## src/rtl/ram_fifo_ctrl_if.sv

```systemverilog
// Byte-stream handshake bundle for ram_fifo_ctrl.
// The slave modport is the FIFO side; the master modport is the producer/consumer side.
interface ram_fifo_ctrl_if #(
    parameter int DW = 8
);
    logic          in_valid;
    logic          in_ready;
    logic [DW-1:0] in_data;
    logic          out_valid;
    logic          out_ready;
    logic [DW-1:0] out_data;

    modport master (
        output in_valid, in_data, out_ready,
        input  in_ready, out_valid, out_data
    );

    modport slave (
        input  in_valid, in_data, out_ready,
        output in_ready, out_valid, out_data
    );
endinterface

```

## src/rtl/ram_fifo_ctrl.sv

```systemverilog
// Byte FIFO over an external 1-cycle-latency RAM, with a 2-entry output buffer; 3-cycle fall-through.
// in_ready drops only when the RAM is full (or during flush); out_ready stalls reads without losing data.
module ram_fifo_ctrl #(
    parameter int AW = 10,
    parameter int DW = 8
) (
    input  logic            clk,
    input  logic            rst_n,
    input  logic            i_clr,
    ram_fifo_ctrl_if.slave  bus,
    output logic [AW+1:0]   count,
    output logic            ram_we,
    output logic [AW-1:0]   ram_waddr,
    output logic [DW-1:0]   ram_wdata,
    output logic [AW-1:0]   ram_raddr,
    input  logic [DW-1:0]   ram_rdata
);
    localparam logic [AW:0] DEPTH = {1'b1, {AW{1'b0}}};

    logic [AW:0]   r_wptr;
    logic [AW:0]   r_rptr;
    logic          r_inflight;
    logic [1:0]    r_obuf_cnt;
    logic [DW-1:0] r_obuf0;
    logic [DW-1:0] r_obuf1;

    logic [AW:0]   w_ram_occ;
    logic          w_accept;
    logic          w_pop;
    logic [2:0]    w_pend;
    logic [2:0]    w_limit;
    logic          w_rd_issue;

    assign w_ram_occ = r_wptr - r_rptr;

    assign bus.in_ready = (w_ram_occ != DEPTH) && !i_clr;
    assign w_accept     = bus.in_valid && bus.in_ready;

    assign ram_we    = w_accept;
    assign ram_waddr = r_wptr[AW-1:0];
    assign ram_wdata = bus.in_data;
    assign ram_raddr = r_rptr[AW-1:0];

    assign bus.out_valid = (r_obuf_cnt != 2'd0);
    assign bus.out_data  = r_obuf0;
    assign w_pop         = bus.out_valid && bus.out_ready;

    // A pop this cycle frees a buffer slot, so a read may be issued into it immediately.
    assign w_pend     = {1'b0, r_obuf_cnt} + {2'b00, r_inflight};
    assign w_limit    = 3'd2 + {2'b00, w_pop};
    assign w_rd_issue = (w_ram_occ != '0) && (w_pend < w_limit) && !i_clr;

    assign count = {1'b0, w_ram_occ} + {{(AW+1){1'b0}}, r_inflight}
                 + {{AW{1'b0}}, r_obuf_cnt};

    always_ff @(posedge clk or negedge rst_n) begin
        if (!rst_n) begin
            r_wptr <= '0;
            r_rptr <= '0;
        end else if (i_clr) begin
            r_wptr <= '0;
            r_rptr <= '0;
        end else begin
            if (w_accept)   r_wptr <= r_wptr + 1'b1;
            if (w_rd_issue) r_rptr <= r_rptr + 1'b1;
        end
    end

    // r_obuf0 is always the head; a capture lands behind any entry that survives the pop.
    always_ff @(posedge clk or negedge rst_n) begin
        if (!rst_n) begin
            r_inflight <= 1'b0;
            r_obuf_cnt <= 2'd0;
            r_obuf0    <= '0;
            r_obuf1    <= '0;
        end else if (i_clr) begin
            r_inflight <= 1'b0;
            r_obuf_cnt <= 2'd0;
        end else begin
            r_inflight <= w_rd_issue;
            case ({r_inflight, w_pop})
                2'b10: begin
                    if (r_obuf_cnt == 2'd0) r_obuf0 <= ram_rdata;
                    else                    r_obuf1 <= ram_rdata;
                    r_obuf_cnt <= r_obuf_cnt + 2'd1;
                end
                2'b01: begin
                    r_obuf0    <= r_obuf1;
                    r_obuf_cnt <= r_obuf_cnt - 2'd1;
                end
                2'b11: begin
                    if (r_obuf_cnt == 2'd1) begin
                        r_obuf0 <= ram_rdata;
                    end else begin
                        r_obuf0 <= r_obuf1;
                        r_obuf1 <= ram_rdata;
                    end
                end
                default: ;
            endcase
        end
    end
endmodule

```

## src/flat_wrapper.sv

```systemverilog
// flat-port wrapper written by rule: the top's interface ports become plain ports
module ram_fifo_ctrl_flat 
#(
    parameter int AW = 10,
    parameter int DW = 8
)
  (clk, rst_n, i_clr, count, ram_we, ram_waddr, ram_wdata, ram_raddr, ram_rdata, bus_in_valid, bus_in_data, bus_out_ready, bus_in_ready, bus_out_valid, bus_out_data);
  ram_fifo_ctrl_if #(.DW(DW)) bus_i ();
  input  logic clk;
  input  logic rst_n;
  input  logic i_clr;
  output logic [AW+1:0] count;
  output logic ram_we;
  output logic [AW-1:0] ram_waddr;
  output logic [DW-1:0] ram_wdata;
  output logic [AW-1:0] ram_raddr;
  input  logic [DW-1:0] ram_rdata;
  input wire logic [$bits(bus_i.in_valid)-1:0] bus_in_valid;
  input wire logic [$bits(bus_i.in_data)-1:0] bus_in_data;
  input wire logic [$bits(bus_i.out_ready)-1:0] bus_out_ready;
  output wire logic [$bits(bus_i.in_ready)-1:0] bus_in_ready;
  output wire logic [$bits(bus_i.out_valid)-1:0] bus_out_valid;
  output wire logic [$bits(bus_i.out_data)-1:0] bus_out_data;
  assign bus_i.in_valid = bus_in_valid;
  assign bus_i.in_data = bus_in_data;
  assign bus_i.out_ready = bus_out_ready;
  assign bus_in_ready = bus_i.in_ready;
  assign bus_out_valid = bus_i.out_valid;
  assign bus_out_data = bus_i.out_data;
  ram_fifo_ctrl #(.AW(AW), .DW(DW)) u_core (.clk(clk), .rst_n(rst_n), .i_clr(i_clr), .bus(bus_i), .count(count), .ram_we(ram_we), .ram_waddr(ram_waddr), .ram_wdata(ram_wdata), .ram_raddr(ram_raddr), .ram_rdata(ram_rdata));
endmodule
```

## config.mk

```make
export PLATFORM = sky130hd
export DESIGN_NAME = ram_fifo_ctrl_flat
export DESIGN_NICKNAME = d
export VERILOG_FILES = /design/src/rtl/ram_fifo_ctrl_if.sv /design/src/rtl/ram_fifo_ctrl.sv /design/src/flat_wrapper.sv
export SDC_FILE = /design/constraint.sdc
export NUM_CORES = 1
export LEC_CHECK = 0
export CORE_ASPECT_RATIO = 2
export CORE_MARGIN = 5
export CORE_UTILIZATION = 40
export CTS_BUF_LIST = sky130_fd_sc_hd__clkbuf_4 sky130_fd_sc_hd__clkbuf_8
export CTS_CLUSTER_DIAMETER = 120
export DETAILED_ROUTE_END_ITERATION = 8
export PLACE_DENSITY = 0.77
export RECOVER_POWER = 50
export SLEW_MARGIN = 10
export SYNTH_ARGS = -nofsm -noshare
export SYNTH_HDL_FRONTEND = slang
export SYNTH_SLANG_ARGS = --single-unit
```

## constraint.sdc

```tcl
create_clock -name clk -period 3.6 [get_ports clk]
set_input_delay 0.54 -clock clk [delete_from_list [all_inputs] [get_ports clk]]
set_output_delay 0.54 -clock clk [all_outputs]
set_load 0.05 [all_outputs]
```

==> results.yml <==
setup_path:
  critPathLaunch: "u_core.r_wptr[0]"
  worstReg2RegStart: "u_core.r_wptr[0]"
  worstSetupPathType: "reg2out"
  critPathRequiredTime_ns: 3.06
  cp-start-kind: "flop"
  cp-end-kind: "primary output"
  path_max_fanout: 3
  critPathArrivalTime_ns: 3.06
grt:
  overflow: 0
  grt.total_usage_pct: 18.2
  grt_pass1_wl_um: 14200
  antenna_found_initial: 0
  grt_pass1_vias: 2993
  grt_start_max_net_pins: 42
clock_network:
  cts_tree: "yes"
  h-tree-depth: 2
  cts_inserted_buffers: 5
  cts_hold_buffers: 0
  clk_pin_slew_ns: 0.08
  clock_sinks: 41
  clock_path_buffers: 2
  root_buffer: "clkbuf_8"
  insertion_delay_ns: 0.30
synth:
  ys_types: 60
  synthesis.nets: 398
  yosysTopAreaCellShare_pct: 31.5
  synthCells: 357
  synthFlopType: "dfrtp_1"
  yosys_warnings: 0
  yosysMostFrequentCell: "dfrtp_1"
  synth-seq-cells: 41
  synth_seq_area_share_pct: 31.5
  ys_async_sr_fraction_pct: 100
  synth-edff-count: 0
  synth_area_mm2: 0.00325
  yosys.area.top_type: "dfrtp_1"
  avgSynthCellArea_um2: 9.11
  synth_common_cells: "41 x dfrtp_1, 35 x nor2_1, 29 x a21oi_1, 28 x buf_4, 20 x inv_1"
  synthTopCellsByArea: "dfrtp_1 32%, ha_1 6.5%, buf_4 6.5%"
timing:
  min_period_ns: 3.60
  finalHoldViolations: 0
  period_share_pct: 100
  relSlewSlack_pct: -52.4
  worstMarginPinSlew_ns: 2.29
  finalSetupViolCount: 1
  setup_ws_ns: -0.00104
  slew_viol_final: 42
  fmax_mhz: 278
  rsz0062_at_grt: "yes"
  final.setup_skew_ns: 0.00372
place:
  hpwl_um: 6880
  dp_slack_ns: 0.0614
  port_buffers: 55
  gp_congestion: 1.00
pwr:
  power.total_mw: 3.71
  p_leak_nw: 1.85
  power_density_mw_per_mm2: 865
  worst_ir_drop_vdd_uv: 785
run_status:
  failed_checks: "max-capacitance violations, max-slew violations, negative setup slack"
  status: "finished, violations left"
drt:
  wire_per_inst_um: 17.4
  viasPerCell: 5.58
  first_pass_iters: 4
  drc: 0
  routed_wirelength_um: 8910
  route.vias.total: 2860
  drt_iter0_drc: 87
  antenna_left: 0
layout:
  antenna_cells: 0
  nets: 457
  syn2layout_area_growth_pct: 31.7
  drive_above_1_share_pct: 25.2
floorplanning:
  boundaryPins: 72
  fp.dieH_um: 138
  start_util_pct: 41.0
  coreArea_mm2: 0.00794
  rows: 46
  fp.dieW_um: 73.8
  die_area_mm2: 0.0101
min_path:
  hold_path_class: "reg2reg"
  worstHoldStart: "u_core.r_obuf1[1]"
run:
  drv_cap: 1
-- final timing paths --
kind                                           to  slack [ns]  depth (start not counted)
setup / recovery                         count[8]      -0.001                         11
hold / removal                  u_core.r_obuf1[1]        0.51                          1
setup reg to reg                 u_core.r_rptr[6]        0.34                         14
hold reg to reg                 u_core.r_obuf1[1]        0.51                          1
max in group asynchronous  u_core.bus.out_data[1]        1.38                          1
min in group asynchronous        u_core.r_wptr[7]        0.91                          1
-- power by group --
| part | leakage (nW) | switching [mW] | internal (mW) |
|---|---|---|---|
| logic | 1.25 | 1.53 | 1.06 |
| clock network | 0.0681 | 0.170 | 0.275 |
| registers | 0.527 | 0.0916 | 0.580 |
| total | 1.85 | 1.79 | 1.92 |
-- timing repair --
action | CTS | global route
setup endpoints to repair | 6 | 6
pin swaps | 5 | 6
resized for setup | 15 | 11
setup buffers | 3 | 5
-- cell type report --
class | count | area, um2
fill | 695 | 3660
multi-input combinational | 256 | 2020
sequential | 41 | 1030
timing repair buffer | 92 | 908
tap | 96 | 120
inverter | 20 | 75.1
clock buffer | 5 | 68.8
clock inverter | 3 | 65.1
-- sequential cells by signal, indices dropped and copies added, names as in the netlist --
| register | flops |
|---|---|
| u_core.r_obuf1 | 8 |
| u_core.bus.out_data | 8 |
| u_core.r_rptr | 11 |
| u_core.r_obuf_cnt | 2 |
| u_core.r_inflight | 1 |
| u_core.r_wptr | 11 |
-- cell usage in the layout, fill, tap and decap left out, types with 3 or more instances in the layout --
cell type and n:
a21oi_1 28, o21ai_0 9, or3_1 5, o21ai_1 3, nand3_1 16, or4_1 5
and3_1 4, clkdlybuf4s50_1 37, nor2_2 3, xnor2_1 11, nand2b_1 3, buf_4 37
mux2_2 8, nand3b_1 4, nor2b_1 6, dlygate4sd3_1 5, nor2_1 31, xor2_1 6
nand4_1 3, nor3_1 7, ha_1 15, o211ai_1 6, inv_1 19, mux2i_1 12
nand2_1 17, o21ai_2 3, buf_12 9, clkbuf_8 5, dfrtp_1 41
-- critical path, stage by stage, from the launching register on --
cell	delay (ns)
dfrtp_1	0.39
inv_2	0.07
ha_4	0.16
fa_2	0.34
nand2b_4	0.17
a211oi_4	0.24
or3_4	0.17
and2_4	0.15
or4b_4	0.48
nor3_1	0.21
xnor2_1	0.21
buf_12	0.18
-- routing by layer --
layer / part of all wire [%] / vias up / track usage (%)
met4: 6.3 / 0 / 12.0
met1: 33 / 1395 / 17.3
li1: - / 1336 / -
met5: 0 / - / 0
met2: 58 / 88 / 34.9
met3: 3.2 / 41 / 1.97
-- metrics by stage --
step | utilization [%] | hold slack [ns] | cell area [um2] | TNS, ns | std cells
2_1_floorplan | - | 0.244 | 3310 | -0.0411 | 357
3_3_place_gp | 50.2 | 0.486 | 3990 | 0 | 497
3_5_place_dp | 50.2 | 0.493 | 3990 | 0 | 497
4_1_cts | 52.9 | 0.413 | 4200 | -0.00683 | 508
5_1_grt | 53.9 | 0.543 | 4280 | -0.544 | 513
6_report | 53.9 | 0.512 | 4280 | -0.00104 | 513
-- cells by family (layout without fill, tap and decap cells) --
| kind of cell | Yosys count | in the layout | share of synthesized area (%) |
|---|---|---|---|
| xor+xnor | 21 | 21 | 5.65 |
| simple gates | 125 | 125 | 20.9 |
| flops | 41 | 41 | 31.5 |
| mux | 21 | 21 | 6.92 |
| buf+inv | 60 | 120 | 11.2 |
| fa+ha+maj | 20 | 20 | 8.38 |
| compound gates | 69 | 69 | 15.4 |
No activity file was read; power rests on OpenSTA's default activity.
